[src/rtl/pll_reconfig_ctrl.sv]
// Run-time retune sequencer for the PLL OUT0 divider: power-down, DRI write and
// read-verify, release, lock wait with timeout, bounded retries, idle lock-loss watch.
module pll_reconfig_ctrl #(
    parameter logic [7:0] DIV_ADDR     = 8'h04,
    parameter logic [6:0] DIV_RESET    = 7'd15,
    parameter int         PD_CYCLES    = 16,
    parameter int         LOCK_TIMEOUT = 4096,
    parameter int         MAX_RETRY    = 2
) (
    input  logic        clk,
    input  logic        reset,
    input  logic        cfg_req,
    input  logic [6:0]  cfg_div,
    output logic        cfg_busy,
    output logic        cfg_done,
    output logic        cfg_err,
    output logic [6:0]  cur_div,
    output logic        lock_lost,
    input  logic        clr_lock_lost,
    input  logic        pll_lock,
    output logic        pll_powerdown_n,
    output logic        dri_sel,
    output logic        dri_enable,
    output logic        dri_write,
    output logic [7:0]  dri_addr,
    output logic [31:0] dri_wdata,
    input  logic [31:0] dri_rdata,
    input  logic        dri_ready
);

    localparam logic [3:0] S_IDLE      = 4'd0;
    localparam logic [3:0] S_PD        = 4'd1;
    localparam logic [3:0] S_WR_SETUP  = 4'd2;
    localparam logic [3:0] S_WR_ACCESS = 4'd3;
    localparam logic [3:0] S_RD_SETUP  = 4'd4;
    localparam logic [3:0] S_RD_ACCESS = 4'd5;
    localparam logic [3:0] S_RELEASE   = 4'd6;
    localparam logic [3:0] S_WAIT_LOCK = 4'd7;
    localparam logic [3:0] S_DONE      = 4'd8;
    localparam logic [3:0] S_FAIL      = 4'd9;

    localparam logic [7:0]  PD_LOAD   = 8'(PD_CYCLES - 1);
    localparam logic [15:0] TMO_LOAD  = 16'(LOCK_TIMEOUT - 1);
    localparam logic [2:0]  RETRY_MAX = 3'(MAX_RETRY);

    logic [3:0]  state;
    logic [3:0]  state_nxt;
    logic [7:0]  pd_cnt;
    logic [15:0] tmo_cnt;
    logic [2:0]  retry_cnt;
    logic [6:0]  div;
    logic        lock_meta;
    logic        lock_s;
    logic        lock_prev;

    logic start;
    logic reject;
    logic rd_match;
    logic retry_take;
    logic retry_ok;
    logic in_xfer;
    logic lock_fall_idle;
    logic unused_rdata;

    assign start    = (state == S_IDLE) && cfg_req && (cfg_div != 7'd0);
    assign reject   = (state == S_IDLE) && cfg_req && (cfg_div == 7'd0);
    assign rd_match = (dri_rdata[6:0] == div);
    assign retry_ok = (retry_cnt < RETRY_MAX);
    assign retry_take = ((state == S_RD_ACCESS) && dri_ready && !rd_match) ||
                        ((state == S_WAIT_LOCK) && !lock_s && (tmo_cnt == 16'd0));
    assign unused_rdata = ^dri_rdata[31:7];

    // Lock is asynchronous to clk; everything downstream uses lock_s only.
    always_ff @(posedge clk or posedge reset) begin
        if (reset) begin
            lock_meta <= 1'b0;
            lock_s    <= 1'b0;
            lock_prev <= 1'b0;
        end else begin
            lock_meta <= pll_lock;
            lock_s    <= lock_meta;
            lock_prev <= lock_s;
        end
    end

    always_comb begin
        state_nxt = state;
        case (state)
            S_IDLE:      if (start) state_nxt = S_PD;
            S_PD:        if (pd_cnt == 8'd0) state_nxt = S_WR_SETUP;
            S_WR_SETUP:  state_nxt = S_WR_ACCESS;
            S_WR_ACCESS: if (dri_ready) state_nxt = S_RD_SETUP;
            S_RD_SETUP:  state_nxt = S_RD_ACCESS;
            S_RD_ACCESS: begin
                if (dri_ready) begin
                    if (rd_match)      state_nxt = S_RELEASE;
                    else if (retry_ok) state_nxt = S_PD;
                    else               state_nxt = S_FAIL;
                end
            end
            S_RELEASE:   state_nxt = S_WAIT_LOCK;
            S_WAIT_LOCK: begin
                if (lock_s)                    state_nxt = S_DONE;
                else if (tmo_cnt == 16'd0) begin
                    if (retry_ok)              state_nxt = S_PD;
                    else                       state_nxt = S_FAIL;
                end
            end
            S_DONE:      state_nxt = S_IDLE;
            S_FAIL:      state_nxt = S_IDLE;
            default:     state_nxt = S_IDLE;
        endcase
    end

    always_ff @(posedge clk or posedge reset) begin
        if (reset) begin
            state <= S_IDLE;
        end else begin
            state <= state_nxt;
        end
    end

    // Every entry into PD, first attempt or retry, restarts the full hold time.
    always_ff @(posedge clk or posedge reset) begin
        if (reset) begin
            div       <= DIV_RESET;
            retry_cnt <= 3'd0;
            pd_cnt    <= 8'd0;
            tmo_cnt   <= 16'd0;
            cur_div   <= DIV_RESET;
        end else begin
            if (start) begin
                div       <= cfg_div;
                retry_cnt <= 3'd0;
                pd_cnt    <= PD_LOAD;
            end else if (retry_take && retry_ok) begin
                retry_cnt <= retry_cnt + 3'd1;
                pd_cnt    <= PD_LOAD;
            end else if ((state == S_PD) && (pd_cnt != 8'd0)) begin
                pd_cnt <= pd_cnt - 8'd1;
            end

            if (state == S_RELEASE) begin
                tmo_cnt <= TMO_LOAD;
            end else if ((state == S_WAIT_LOCK) && (tmo_cnt != 16'd0)) begin
                tmo_cnt <= tmo_cnt - 16'd1;
            end

            if (state == S_DONE) begin
                cur_div <= div;
            end
        end
    end

    always_ff @(posedge clk or posedge reset) begin
        if (reset) begin
            cfg_done <= 1'b0;
            cfg_err  <= 1'b0;
        end else begin
            cfg_done <= (state == S_DONE);
            cfg_err  <= (state == S_FAIL) || reject;
        end
    end

    // Only a fall seen while idle and powered counts; falls we cause ourselves are ignored.
    assign lock_fall_idle = (state == S_IDLE) && pll_powerdown_n && lock_prev && !lock_s;

    always_ff @(posedge clk or posedge reset) begin
        if (reset) begin
            lock_lost <= 1'b0;
        end else if (lock_fall_idle) begin
            lock_lost <= 1'b1;
        end else if (clr_lock_lost) begin
            lock_lost <= 1'b0;
        end
    end

    assign in_xfer = (state == S_WR_SETUP) || (state == S_WR_ACCESS) ||
                     (state == S_RD_SETUP) || (state == S_RD_ACCESS);

    assign cfg_busy        = (state != S_IDLE);
    assign pll_powerdown_n = !((state == S_PD) || in_xfer);
    assign dri_sel         = in_xfer;
    assign dri_enable      = (state == S_WR_ACCESS) || (state == S_RD_ACCESS);
    assign dri_write       = (state == S_WR_SETUP) || (state == S_WR_ACCESS);
    assign dri_addr        = in_xfer ? DIV_ADDR : 8'h00;
    assign dri_wdata       = in_xfer ? {25'b0, div} : 32'h0;

endmodule

[config.mk]
export PLATFORM = sky130hd
export DESIGN_NAME = pll_reconfig_ctrl
export DESIGN_NICKNAME = d
export VERILOG_FILES = /design/src/rtl/pll_reconfig_ctrl.sv
export SDC_FILE = /design/constraint.sdc
export NUM_CORES = 1
export LEC_CHECK = 0
export CORE_AREA = 2 2 113 71
export CTS_CLUSTER_SIZE = 12
export DETAILED_ROUTE_END_ITERATION = 8
export DIE_AREA = 0 0 115 73
export GPL_TIMING_DRIVEN = 0
export PLACE_DENSITY = 0.85
export SETUP_SLACK_MARGIN = 0.4
export SLEW_MARGIN = 20
export SYNTH_ARGS = -nofsm -noshare
export SYNTH_HDL_FRONTEND = slang
export SYNTH_SLANG_ARGS = --single-unit
export TNS_END_PERCENT = 30
[constraint.sdc]
create_clock -name clk -period 2.1 [get_ports clk]
set_input_delay 0.42 -clock clk [delete_from_list [all_inputs] [get_ports clk]]
set_output_delay 0.42 -clock clk [all_outputs]
set_load 0.01 [all_outputs]
---- After elaboration in Yosys (flattened, before gate mapping) ----
Cells that the tools add are included.
operators by class
  add/subtract/negate cells ............... 3
  multiply operators ...................... 0
  div/mod/pow operators ................... 0
  $lt $le $gt $ge ......................... 1
  equal/unequal tests ..................... 15
  shifts and indexed selects .............. 0
  mux-type cells .......................... 20
  bitwise logic cells ..................... 0
  reductions and logical operators ........ 36
operator list
  cell                                                                   number
  16-bit 2-to-1 mux                                                      2
  4-bit 2-to-1 mux                                                       8
  4-bit one-hot mux with 8 select lines                                  1
  8-bit 2-to-1 mux                                                       3
  4-bit by 3-bit equality test with 1-bit output, second input constant  4
  16-bit zero test                                                       1
  16-bit nonzero test                                                    1
  16-bit by 1-bit subtractor with 16-bit output, second input constant   1
  1-bit logical AND                                                      13
  3-bit 2-to-1 mux                                                       3
  4-bit by 2-bit equality test with 1-bit output, second input constant  2
  4-bit equality test, second input constant                             2
  8-bit zero test                                                        1
  2-bit != test, second input constant                                   4
  8-bit nonzero test                                                     1
  8-bit by 1-bit subtractor with 8-bit output, second input constant     1
  7-bit equality test                                                    1
  7-bit zero test                                                        1
  1-bit logical OR                                                       7
  7-bit 2-to-1 mux                                                       1
  7-bit nonzero test                                                     1
  2-bit nonzero test                                                     3
  5-bit AND reduction                                                    1
  4-bit by 1-bit equality test with 1-bit output, second input constant  1
  other kinds (8)                                                        11
storage, ports and cells
  register bits after elaboration ......... 51
  bits in latches ......................... 0
  memory bits (writable) .................. 0
  bits in read-only memories .............. 0
  input bits .............................. 45
  memories ................................ 0

---- Depth between registers and ports, before layout ----
  word-level depth ........................ 10
  gate-level depth with buffers ........... 8
  gate-level depth less buffers ........... 7

---- Least setup slack after synthesis ----
OpenSTA, ideal clock, no wires.
  path type ............................... register to register
  start ................................... reg tmo_cnt[0]
  end ..................................... reg tmo_cnt[4]
  setup time .............................. 0.134 ns
  arrival time ............................ 1.994 ns
  slack ................................... -0.028 ns
  stages on the path, launching flop included .. 9
  path buffers ............................ 1
  path through ............................ dfrtp_1 inv_1 ha_1 or4b_1 or4_4 buf_6 o211ai_1 xor2_1 nand2_1
between the ends
  longest elaborated chain between the ends .. 3
  elaborated cells on any way between the ends .. 6
ends and longest elaborated chain
  item                                                                                         RTL line  RTL
  start: declaration                                                                           49        logic [15:0] tmo_cnt;
  start signal: assignment                                                                     146       tmo_cnt <= tmo_cnt - 16'd1;
  16-bit by 1-bit subtractor with 16-bit output / 16-bit nonzero test (equally long branches)  146, 145
  16-bit 2-to-1 mux / 1-bit logical AND (equally long branches)                                145       end else if ((state == S_WAIT_LOCK) && (tmo_cnt != 16'd0)) begin
  16-bit 2-to-1 mux / 2-bit nonzero test (equally long branches)                               -
Parallel ways exist; a longest one is shown, timed or not. The select of a mux whose other input is x is not followed.
A chain may end at the register's enable or synchronous reset.

---- Final worst setup path ----
  start ................................... reg tmo_cnt[8]
  end ..................................... reg pd_cnt[1]
between the ends
  longest elaborated chain between the ends .. 6
  elaborated cells on any way between the ends .. 7
ends and longest elaborated chain
  item                    RTL line  RTL
  16-bit zero test *      70        ((state == S_WAIT_LOCK) && !lock_s && (tmo_cnt == 16'd0));
  1-bit logical AND *     70
  1-bit logical OR *      69        assign retry_take = ((state == S_RD_ACCESS) && dri_ready && !rd_match) ||
  1-bit logical AND *     136       end else if (retry_take && retry_ok) begin
  8-bit 2-to-1 mux        136
  8-bit 2-to-1 mux        132       if (start) begin
  end signal: assignment  140       pd_cnt <= pd_cnt - 8'd1;
  end: declaration        48        logic [7:0] pd_cnt;
Every way passes the cells marked *; elsewhere a longest branch is shown, timed or not.

==> results.cfg <==
[outcome]
status = finished, violations left
violations = setup timing

[synth]
syn_inst = 301
yosys.area.top_type = dfrtp_1
synthMostInstantiatedCell = dfrtp_1
async_flop_share_pct = 100
yosys-top-cells-count = 43 x dfrtp_1, 33 x buf_4, 25 x nand2_1, 18 x nor2_1, 15 x xnor2_1
synth_top_flop_cell = dfrtp_1
ys_types = 61
synth_top_area_share_pct = 35.5
ys_warn_count = 0
ys_ff_latch = 51
yosysSeqAreaShare_pct = 42.5
synth_area_leaders = dfrtp_1 36%, buf_4 8.2%, dfstp_2 6.9%
synth_area_sq_um = 3030
synth_edf_count = 0
synth.avg_cell_area_sq_um = 10.1

[global_route]
grt_pass1_wl_um = 14400
grt_max_degree = 29
grt_pass1_vias = 2782
antenna_found_initial = 0
track_usage_pct = 22.3
gr-total-overflow = 0

[clock_tree]
insertion_delay_ns = 0.30
cts_buffers = 5
cts-root-buf = clkbuf_16
cts_tree = yes
cts_sinks = 51
clkSlewWorstSetupHoldPaths_ns = 0.07
clk_path_buf_depth = 2
htree_num_levels = 2

[layout]
antenna_cells = 0
regArea_sq_um = 1290
area_delta_synth_final_pct = 53.3
fillers = 545
multiInputGateArea_sq_um = 1900
drive_above_1_share_pct = 42.8
design_area_sq_um = 4640
fin_nets = 467

[drt]
route.detailed.drc = 0
dr.pass1.iters = 5
wl_per_cell_um = 18.6
first_iter_violations = 242
ant_nets = 0
vias = 2828
vias_per_cell = 5.52
finalWirelength_um = 9520

[floorplanning]
io-pin-count = 100
die_width_um = 115
core_sq_um = 7510
die-area_sq_um = 8400
die_height_um = 73
num_rows = 25
start_util_pct = 40.3

[placement]
dp_hpwl_um = 5020
placed_cell_area_sq_um = 3710
port-buffer-count = 42
gp_congestion = 0.844

[sta]
tightest_slew_ns = 0.820
slew_headroom_pct = 45.1
worst_slack_ns = -0.140
setup_viol = 32
min_period_over_period_pct = 107
finalHoldViolCount = 0
fin_skew_ns = 0.00486
fin_crit_ns = 2.24
max_clock_freq_ghz = 0.446
drv_slew = 0
grt_setup_unrepaired = yes

[setup_path]
setup.worst_path.end_class = flop
cp.required_ns = 2.30
r2r_start = tmo_cnt[8]$_DFFE_PP0P_
endpoint = pd_cnt[1]$_DFFE_PP0P_
cp-start-kind = flop
setup.worst_path.start = tmo_cnt[8]$_DFFE_PP0P_
r2r-end = pd_cnt[1]$_DFFE_PP0P_
rr_worst_depth = 6
path_max_fanout = 4
r2r_slack_ns = -0.14
criticalPathCategory = flop to flop
worstPathArrival_ns = 2.44

[power_and_ir_drop]
max-vdd-ir-drop_uv = 930
finalPower_mw = 6.26
powerDensity_nw_per_um2 = 1350
p_leak_nw = 2.07

[worst_hold_path]
holdCritPathClass = flop to flop
worstHoldStart = lock_meta$_DFF_PP0_

[run]
max_cap_viol_count = 0
## stage by stage
stage | cells | setup slack, ns | hold slack, ns | utilization (%) | TNS [ns]
detailed placement | 469 | -0.645 | 0.341 | 49.4 | -15.68
global placement | 468 | -0.595 | 0.334 | 49.2 | -34.24
finish | 512 | -0.140 | 0.358 | 61.9 | -1.85
global route | 512 | -0.186 | 0.364 | 61.9 | -3.63
floorplan | 332 | -0.00432 | 0.331 | - | -0.00432
CTS | 506 | -0.0964 | 0.356 | 59.8 | -0.364
## layout make-up
class | count | share of cell area, %
well taps | 94 | 2.53
clock buffers | 6 | 2.99
clock inverters | 2 | 0.754
multi-input cells | 227 | 40.8
plain buffers | 43 | 8.14
flip-flops and latches | 51 | 27.7
inverters | 12 | 0.970
repair buffers | 77 | 16.1
## metal layers
layer,track usage (%),up-vias,part of all wire [%]
li1,-,1236,-
met1,28.2,1374,40
met2,37.3,171,48
met3,6.56,47,8.2
met4,6.96,0,3.5
met5,0,-,0
## cells in the final DEF (no fill, tap or decap), types with 3 or more instances in the layout
cell type	synthesis	routed
clkbuf_16	0	6
buf_4	33	51
inv_2	0	5
o21ai_1	2	3
xnor2_1	15	13
nand2b_1	6	6
a21oi_1	6	3
dlygate4sd2_1	0	4
o211ai_1	5	5
nor3_2	1	3
ha_1	5	4
xor2_1	7	7
buf_2	1	4
nor3_1	7	5
nor4_4	0	3
inv_1	12	7
clkbuf_2	1	3
conb_1	1	32
dfstp_2	8	8
and2_4	0	5
mux2_4	0	13
or3_1	3	3
or4_4	2	3
nand2_2	0	4
nand2_1	25	19
or4_1	5	4
buf_6	1	26
o21ai_0	6	3
dfrtp_1	43	42
o31a_1	3	3
clkdlybuf4s50_1	0	25
mux2i_1	5	5
nand3_1	5	3
buf_12	0	3
nor2_1	18	14
nor2_4	0	3
nor4_1	5	3
## worst min path at each step
stage                       end  slack [ns]  cells past startpoint
6_report       lock_s$_DFF_PP0_        0.36                      0
4_1_cts        lock_s$_DFF_PP0_        0.36                      0
3_3_place_gp   lock_s$_DFF_PP0_        0.33                      0
3_5_place_dp   lock_s$_DFF_PP0_        0.34                      0
5_1_grt        lock_s$_DFF_PP0_        0.36                      0
2_1_floorplan  lock_s$_DFF_PP0_        0.33                      0
## worst max-delay path, cell delays in order, from the launching register on
cell and delay [ns]:
dfrtp_1 0.42, or4_4 0.57, buf_6 0.15, nor4_4 0.33, nand3_4 0.18, o311a_4 0.38
o211ai_1 0.11
## registers in the layout (all words and copies together) (netlist names)
| signal | count |
|---|---|
| state | 4 |
| cfg_done | 1 |
| cur_div | 7 |
| tmo_cnt | 16 |
| retry_cnt | 3 |
| lock_prev | 1 |
| lock_lost | 1 |
| lock_s | 1 |
| pd_cnt | 8 |
| div | 7 |
| cfg_err | 1 |
| lock_meta | 1 |
## repair_timing
| item | in CTS | in global routing |
|---|---|---|
| setup buffers | 28 | 6 |
| pin swaps | 24 | 18 |
| gates resized for setup | 153 | 29 |
| gates cloned | 1 | 0 |
| endpoints found under the setup margin | 63 | 59 |
| hold buffers | 0 | 0 |
## where the power goes
| group | leakage, nW | internal (mW) | switching [mW] |
|---|---|---|---|
| Sequential | 0.622 | 1.40 | 0.413 |
| Combinational | 1.37 | 1.88 | 1.61 |
| Clock | 0.0868 | 0.593 | 0.366 |
| Total | 2.07 | 3.87 | 2.39 |
## cell families (layout without fill, tap and decap cells)
group | after synthesis | after routing | share of synthesized area (%)
adders and majority gates | 5 | 5 | 2.07
AOI/OAI and AO/OA | 41 | 41 | 9.87
muxes | 19 | 19 | 6.86
xor gates and xnor gates | 22 | 22 | 6.36
and+or+nand+nor | 107 | 108 | 21.0
other | 1 | 32 | 0.124
buffers and inverters | 55 | 140 | 11.2
DFF | 51 | 51 | 42.5
Note: power is estimated with default switching activity, not from simulation.
